<file path="src/rtl/serial_subtractor.sv">
// Bit-serial subtractor d = a - b, LSB first, one full-subtractor cell plus a borrow flop.
// Optional signed-overflow output enabled by defining SERIAL_SUB_OVF_EN.
module serial_subtractor #(
    parameter int WIDTH = 8
) (
    input  logic             clk,
    input  logic             rst,
    input  logic             start,
    input  logic [WIDTH-1:0] a,
    input  logic [WIDTH-1:0] b,
    output logic             busy,
    output logic             done,
    output logic [WIDTH-1:0] d,
    output logic             bout
`ifdef SERIAL_SUB_OVF_EN
    ,
    output logic             ovf
`endif
);

    localparam int CW = (WIDTH > 1) ? $clog2(WIDTH) : 1;
    localparam logic [CW-1:0] LAST = CW'(WIDTH - 1);

    typedef enum logic [1:0] {
        IDLE = 2'd0,
        RUN  = 2'd1,
        DONE = 2'd2
    } state_t;

    state_t           state_q, state_d;
    logic [WIDTH-1:0] a_q, a_d;
    logic [WIDTH-1:0] b_q, b_d;
    logic [WIDTH-1:0] res_q, res_d;
    logic [WIDTH-1:0] d_q, d_d;
    logic [CW-1:0]    cnt_q, cnt_d;
    logic             br_q, br_d;
    logic             bout_q, bout_d;

    logic             diff;
    logic             br_nxt;
    logic [WIDTH-1:0] res_shift;

    assign diff   = a_q[0] ^ b_q[0] ^ br_q;
    assign br_nxt = (~a_q[0] & b_q[0]) | (~(a_q[0] ^ b_q[0]) & br_q);

    // New difference bit enters at the MSB so that after WIDTH shifts bit 0 sits at the LSB.
    generate
        if (WIDTH == 1) begin : g_res_w1
            assign res_shift = diff;
        end else begin : g_res_wn
            assign res_shift = {diff, res_q[WIDTH-1:1]};
        end
    endgenerate

`ifdef SERIAL_SUB_OVF_EN
    logic a_msb_q, a_msb_d;
    logic b_msb_q, b_msb_d;
    logic ovf_q, ovf_d;
`endif

    always_comb begin
        state_d = state_q;
        a_d     = a_q;
        b_d     = b_q;
        res_d   = res_q;
        d_d     = d_q;
        cnt_d   = cnt_q;
        br_d    = br_q;
        bout_d  = bout_q;
`ifdef SERIAL_SUB_OVF_EN
        a_msb_d = a_msb_q;
        b_msb_d = b_msb_q;
        ovf_d   = ovf_q;
`endif
        case (state_q)
            IDLE, DONE: begin
                state_d = IDLE;
                if (start) begin
                    state_d = RUN;
                    a_d     = a;
                    b_d     = b;
                    res_d   = '0;
                    cnt_d   = '0;
                    br_d    = 1'b0;
`ifdef SERIAL_SUB_OVF_EN
                    a_msb_d = a[WIDTH-1];
                    b_msb_d = b[WIDTH-1];
`endif
                end
            end
            RUN: begin
                a_d   = a_q >> 1;
                b_d   = b_q >> 1;
                res_d = res_shift;
                br_d  = br_nxt;
                // Counter holds at LAST on completion so it never wraps, even for WIDTH=1.
                if (cnt_q == LAST) begin
                    state_d = DONE;
                    d_d     = res_shift;
                    bout_d  = br_nxt;
`ifdef SERIAL_SUB_OVF_EN
                    ovf_d   = (a_msb_q != b_msb_q) && (res_shift[WIDTH-1] != a_msb_q);
`endif
                end else begin
                    cnt_d = cnt_q + 1'b1;
                end
            end
            default: state_d = IDLE;
        endcase
    end

    always_ff @(posedge clk or posedge rst) begin
        if (rst) begin
            state_q <= IDLE;
            a_q     <= '0;
            b_q     <= '0;
            res_q   <= '0;
            d_q     <= '0;
            cnt_q   <= '0;
            br_q    <= 1'b0;
            bout_q  <= 1'b0;
`ifdef SERIAL_SUB_OVF_EN
            a_msb_q <= 1'b0;
            b_msb_q <= 1'b0;
            ovf_q   <= 1'b0;
`endif
        end else begin
            state_q <= state_d;
            a_q     <= a_d;
            b_q     <= b_d;
            res_q   <= res_d;
            d_q     <= d_d;
            cnt_q   <= cnt_d;
            br_q    <= br_d;
            bout_q  <= bout_d;
`ifdef SERIAL_SUB_OVF_EN
            a_msb_q <= a_msb_d;
            b_msb_q <= b_msb_d;
            ovf_q   <= ovf_d;
`endif
        end
    end

    assign busy = (state_q == RUN);
    assign done = (state_q == DONE);
    assign d    = d_q;
    assign bout = bout_q;
`ifdef SERIAL_SUB_OVF_EN
    assign ovf  = ovf_q;
`endif

endmodule
</file>
<file path="config.mk">
export PLATFORM = sky130hd
export DESIGN_NAME = serial_subtractor
export DESIGN_NICKNAME = d
export VERILOG_FILES = /design/src/rtl/serial_subtractor.sv
export SDC_FILE = /design/constraint.sdc
export NUM_CORES = 1
export LEC_CHECK = 0
export BUFFER_PORTS_ARGS = -buffer_cell sky130_fd_sc_hd__buf_2
export CELL_PAD_IN_SITES_DETAIL_PLACEMENT = 1
export CELL_PAD_IN_SITES_GLOBAL_PLACEMENT = 2
export CORE_ASPECT_RATIO = 1.25
export CORE_UTILIZATION = 40
export CTS_BUF_LIST = sky130_fd_sc_hd__clkbuf_8
export CTS_CLUSTER_DIAMETER = 150
export DETAILED_ROUTE_END_ITERATION = 10
export GPL_TIMING_DRIVEN = 1
export PLACE_DENSITY = 0.83
export SLEW_MARGIN = 10
export SYNTH_ARGS = -nofsm -noshare
export SYNTH_HDL_FRONTEND = slang
export SYNTH_SLANG_ARGS = --single-unit
export TNS_END_PERCENT = 20
</file>
<file path="constraint.sdc">
create_clock -name clk -period 3.2 [get_ports clk]
set_input_delay 0 -clock clk [delete_from_list [all_inputs] [get_ports clk]]
set_output_delay 0 -clock clk [all_outputs]
set_load 0.03 [all_outputs]
</file>
* After elaboration in Yosys (flattened, before gate mapping)
Cells that the tools add are included.
Word-level totals: bits in registers 39, latch bits 0, memory bits (writable) 0, ROM bits 0, input bits 19, output and inout port bits 11, logic and storage cells 42, memories 0
Operators by class: $add $sub $neg 1, multipliers 0, div/mod/pow operators 0, order comparisons 0, equality and inequality tests 6, shifts and indexed selects 0, muxes and demuxes 14, bitwise logic cells 7, reduce and logical (&&, ||, !) cells 6
Operators by type and width (number):
- $pmux 8 s2 | 3
- $mux 8 | 3
- $mux 3 | 2
- $pmux 3 s2 | 1
- $ne 2x2->1 const B | 2
- $pmux 2 s2 | 1
- $reduce_and 2->1 | 2
- $add 3x1->3 const B | 1
- $eq 3x3->1 const B | 1
- $reduce_and 3->1 | 1
- $and 1x1->1 | 2
- $eq 2x1->1 const B | 1
- $eq 2x2->1 const B | 1
- $logic_not 2->1 | 1
- $mux 1 | 2
- $mux 2 | 1
- $ne 2x1->1 const B | 1
- $not 1->1 | 2
- $pmux 1 s2 | 1
- $reduce_bool 2->1 | 1
- $reduce_or 2->1 | 1
- $xor 1x1->1 | 2
- $or 1x1->1 | 1

* Logic depth before layout (Yosys ltp)
depth in word-level cells 5, mapped depth 6, gate-level depth less buffers 5

* Worst setup path before layout
OpenSTA, ideal clock, no wires.
path kind register to register, start point register cnt_q[0], end point register d_q[0] (netlist: d[0]), setup time 125 ps, arrival time 1390 ps, required time 3075 ps, setup slack 1685 ps, cell stages (with the launch flop) 6, path buffers 1, clock period less this slack 1515 ps, cells stage by stage dfrtp_1 -> ha_1 -> ha_1 -> nand3b_1 -> buf_2 -> mux2_2
On the way: cells in the longest elaborated chain, start to end 2
RTL lines:
- start, declared | RTL line 35 | logic [CW-1:0] cnt_q, cnt_d;
- start signal, assigned | RTL line 133 | cnt_q <= cnt_d;
- $eq 3x3->1 | RTL line 97 | if (cnt_q == LAST) begin
- $reduce_and 2->1 (no line)
- end signal, assigned | RTL line 118 | d_q <= '0;
- end signal, assigned | RTL line 132 | d_q <= d_d;
- end, declared | RTL line 34 | logic [WIDTH-1:0] d_q, d_d;
Every way passes these cells. A chain may end at the register's enable or synchronous reset.

* Final worst setup path
start point register state_q[0], end point output busy
On the way: cells in the longest elaborated chain, start to end 1
RTL lines:
- start, declared | RTL line 30 | state_t state_q, state_d;
- start signal, assigned | RTL line 128 | state_q <= state_d;
- $eq 2x1->1 | RTL line 144 | assign busy = (state_q == RUN);
- end, declared | RTL line 11 | output logic busy,
Every way passes these cells.

==> results.txt <==
GRT overflow = 0
Status = complete, no violations
Final min period = 2.04 ns
Post-synth EDFFs = 0
Data required, critical path = 3.20 ns
Clk root buf = clkbuf_8
RSZ-0062 raised after global routing = no
Synthesized area = 1670 µm²
Clk_skew = 0.00862 ns
Clock sinks = 38
Fillers = 447
Fraction of registers with async set or reset after synthesis = 1.00
Achievable Freq = 0.491 GHz
Worst Hold Class = in -> reg
Leakage Power = 0.000991 µW
Max Fanout on Critical Path = 26
Antenna diodes = 0
Syn nets = 164
Die area = 4430 µm²
Crit end category = output pin
CP Class = reg -> out
Slew headroom = 0.489
Final nets = 201
Slew at the pin closest to its max-slew limit = 0.767 ns
Die width = 59.8 µm
Area grow syn2layout = 23.8%
Final Hold Fails = 0
Placed insts = 218
Port bufs = 29
Share of cells above drive strength 1 = 0.267
Antenna violations before repair = 0
Tcrit/Tclk final = 0.637
Longest Clk Path Bufs = 2
Startpoint Class = register
Slew Viols, Final = 0
Cells after synthesis = 142
Most used DFF post-synth = dfrtp_1
Gr usage total = 0.180
Post-Syn Area per Cell = 11.7 µm²
Launching point of the worst reg2reg path = state_q[0]
Drt first pass iters = 4
CTS tree = built
MaxCap Viol Count = 0
Cts bufs inserted = 5
Antenna-violating nets left = 0
WL per Instance = 15.0 µm
Drt initial violations = 25
Die height = 74.2 µm
DR vias/cell = 5.19
Core Area = 3880 µm²
H-tree Lvls = 2
Clock transition at path regs = 0.08 ns
Sequential share of the synthesized area = 0.570
PwrDens = 1010 nW/µm²
Synth unique cells = 25
Post-Layout Cell Count = 234
Gates resized, CTS repair = 0
Row cnt = 25
Reg2reg path depth = 2
Synth Warn # = 0
I/O pin total = 30
Worst R2R Setup Slack = 1.23 ns
Largest net degree at the start of global routing = 39
Worst-skew pair later-pin latency = 0.29 ns
Hold wc startpoint = a[5]
Post-DP HPWL = 2.37 mm
Maximum VDD drop = 0.375 mV
Vias = 1,215
Total Wirelength = 3.51 mm
Final setup fails = 0
Sum Neg Setup Slack = 0 ns
R2R Path End = d[1]
Yosys reg bits = 38
Vias in the first global route = 1,212
First-pass GRT wire length = 5.77 mm
Gpl congestion = 0.662
DRC = 0
Hold Path End = a_q[5]
Critical Path AT = 2.04 ns
Initial Util = 0.430
Hold path depth = 3
## worst max path at each step
stage | slack (ns) | from | end
after floorplan | 1.69 | cnt_q[0] | d[0]
after global placement | 1.35 | state_q[0] | d[1]
after detailed placement | 1.26 | state_q[0] | d[3]
after CTS | 1.14 | state_q[0] | busy
after global routing | 0.98 | state_q[0] | busy
final | 1.16 | state_q[0] | busy
## area by class of cell
class | count | area, µm² | area share
sequential | 38 | 951 | 0.461
multi-input combinational | 85 | 629 | 0.305
timing repair buffer | 38 | 233 | 0.113
clock buffer | 6 | 82.6 | 0.0400
tap | 54 | 67.6 | 0.0327
clock inverter | 2 | 60.1 | 0.0291
inverter | 11 | 41.3 | 0.0200
## what timing repair did
item                                   in CTS  in global routing
endpoints found under the hold margin      45                  0
hold buffers                                8                  0
setup buffers                               0                  0
## registers in the layout, summed over array words and instances, names as in the netlist
name,cells
a_q,8
b_q,8
d,8
res_q,7
cnt_q,3
state_q,2
bout,1
br_q,1
## cell usage after synthesis, types with 2 or more instances
| cell type | instances | area (µm²) |
|---|---|---|
| nor2b_1 | 9 | 56.3 |
| dfrtp_1 | 38 | 951 |
| a211oi_1 | 7 | 52.6 |
| ha_1 | 2 | 25.0 |
| mux2i_1 | 7 | 70.1 |
| a21oi_1 | 14 | 70.1 |
| nand2b_1 | 2 | 12.5 |
| inv_1 | 11 | 41.3 |
| a22o_1 | 9 | 78.8 |
| nand3_1 | 4 | 20.0 |
| mux2_2 | 9 | 101 |
| o22ai_1 | 7 | 43.8 |
| buf_2 | 7 | 35.0 |
| nand2_1 | 5 | 18.8 |
## kinds of logic after synthesis
group / count (synthesis) / synth area share
AO/OA/AOI/OAI: 42 / 0.167
flip-flops: 38 / 0.570
AND/OR/NAND/NOR: 24 / 0.0803
buffers and inverters: 19 / 0.0525
multiplexers: 16 / 0.103
adder cells (fa/ha/maj): 3 / 0.0270
## critical path, stage by stage (launching register included)
cell and delay, ns:
dfrtp_1 0.85, nand2b_1 0.38, inv_1 0.28, buf_2 0.24
## power breakdown
part	internal [µW]	total (µW)	switching [µW]
clock network	332	498	166
logic	319	716	397
registers	695	876	181
total	1350	2090	744
## layout by cell type (no fill, tap or decap), drive strengths merged
cell type and count:
a211oi 7, a21o 1, a21oi 14, a22o 9, buf 30, bufinv 2, clkbuf 6, dfrtp 38
dlygate4sd3 8, fa 1, ha 2, inv 11, mux2 9, mux2i 7, nand2 5, nand2b 2
nand3 4, nand3b 1, nor2 2, nor2b 9, o211ai 1, o21ai 2, o22ai 7, o2bb2ai 1
or3b 1
## per-stage QoR
stage	cell area (µm²)	power [µW]	hold slack, ns	worst slack, ns	utilization
2_1_floorplan	1670	1400	0.133	1.69	-
3_5_place_dp	1840	1610	0.142	1.26	0.475
6_report	2060	2090	0.00576	1.16	0.532
3_3_place_gp	1840	1540	0.127	1.35	0.475
4_1_cts	2060	2120	0.00656	1.14	0.532
5_1_grt	2060	2240	0.0182	0.979	0.532
## per-layer routing
metal | vias up | part of all wire | global-route usage
met5 | - | 0 | 0
li1 | 578 | - | -
met4 | 0 | 0.016 | 0.0775
met1 | 605 | 0.43 | 0.217
met2 | 25 | 0.52 | 0.305
met3 | 7 | 0.028 | 0.0417
No activity file was read; power rests on OpenSTA's default activity.
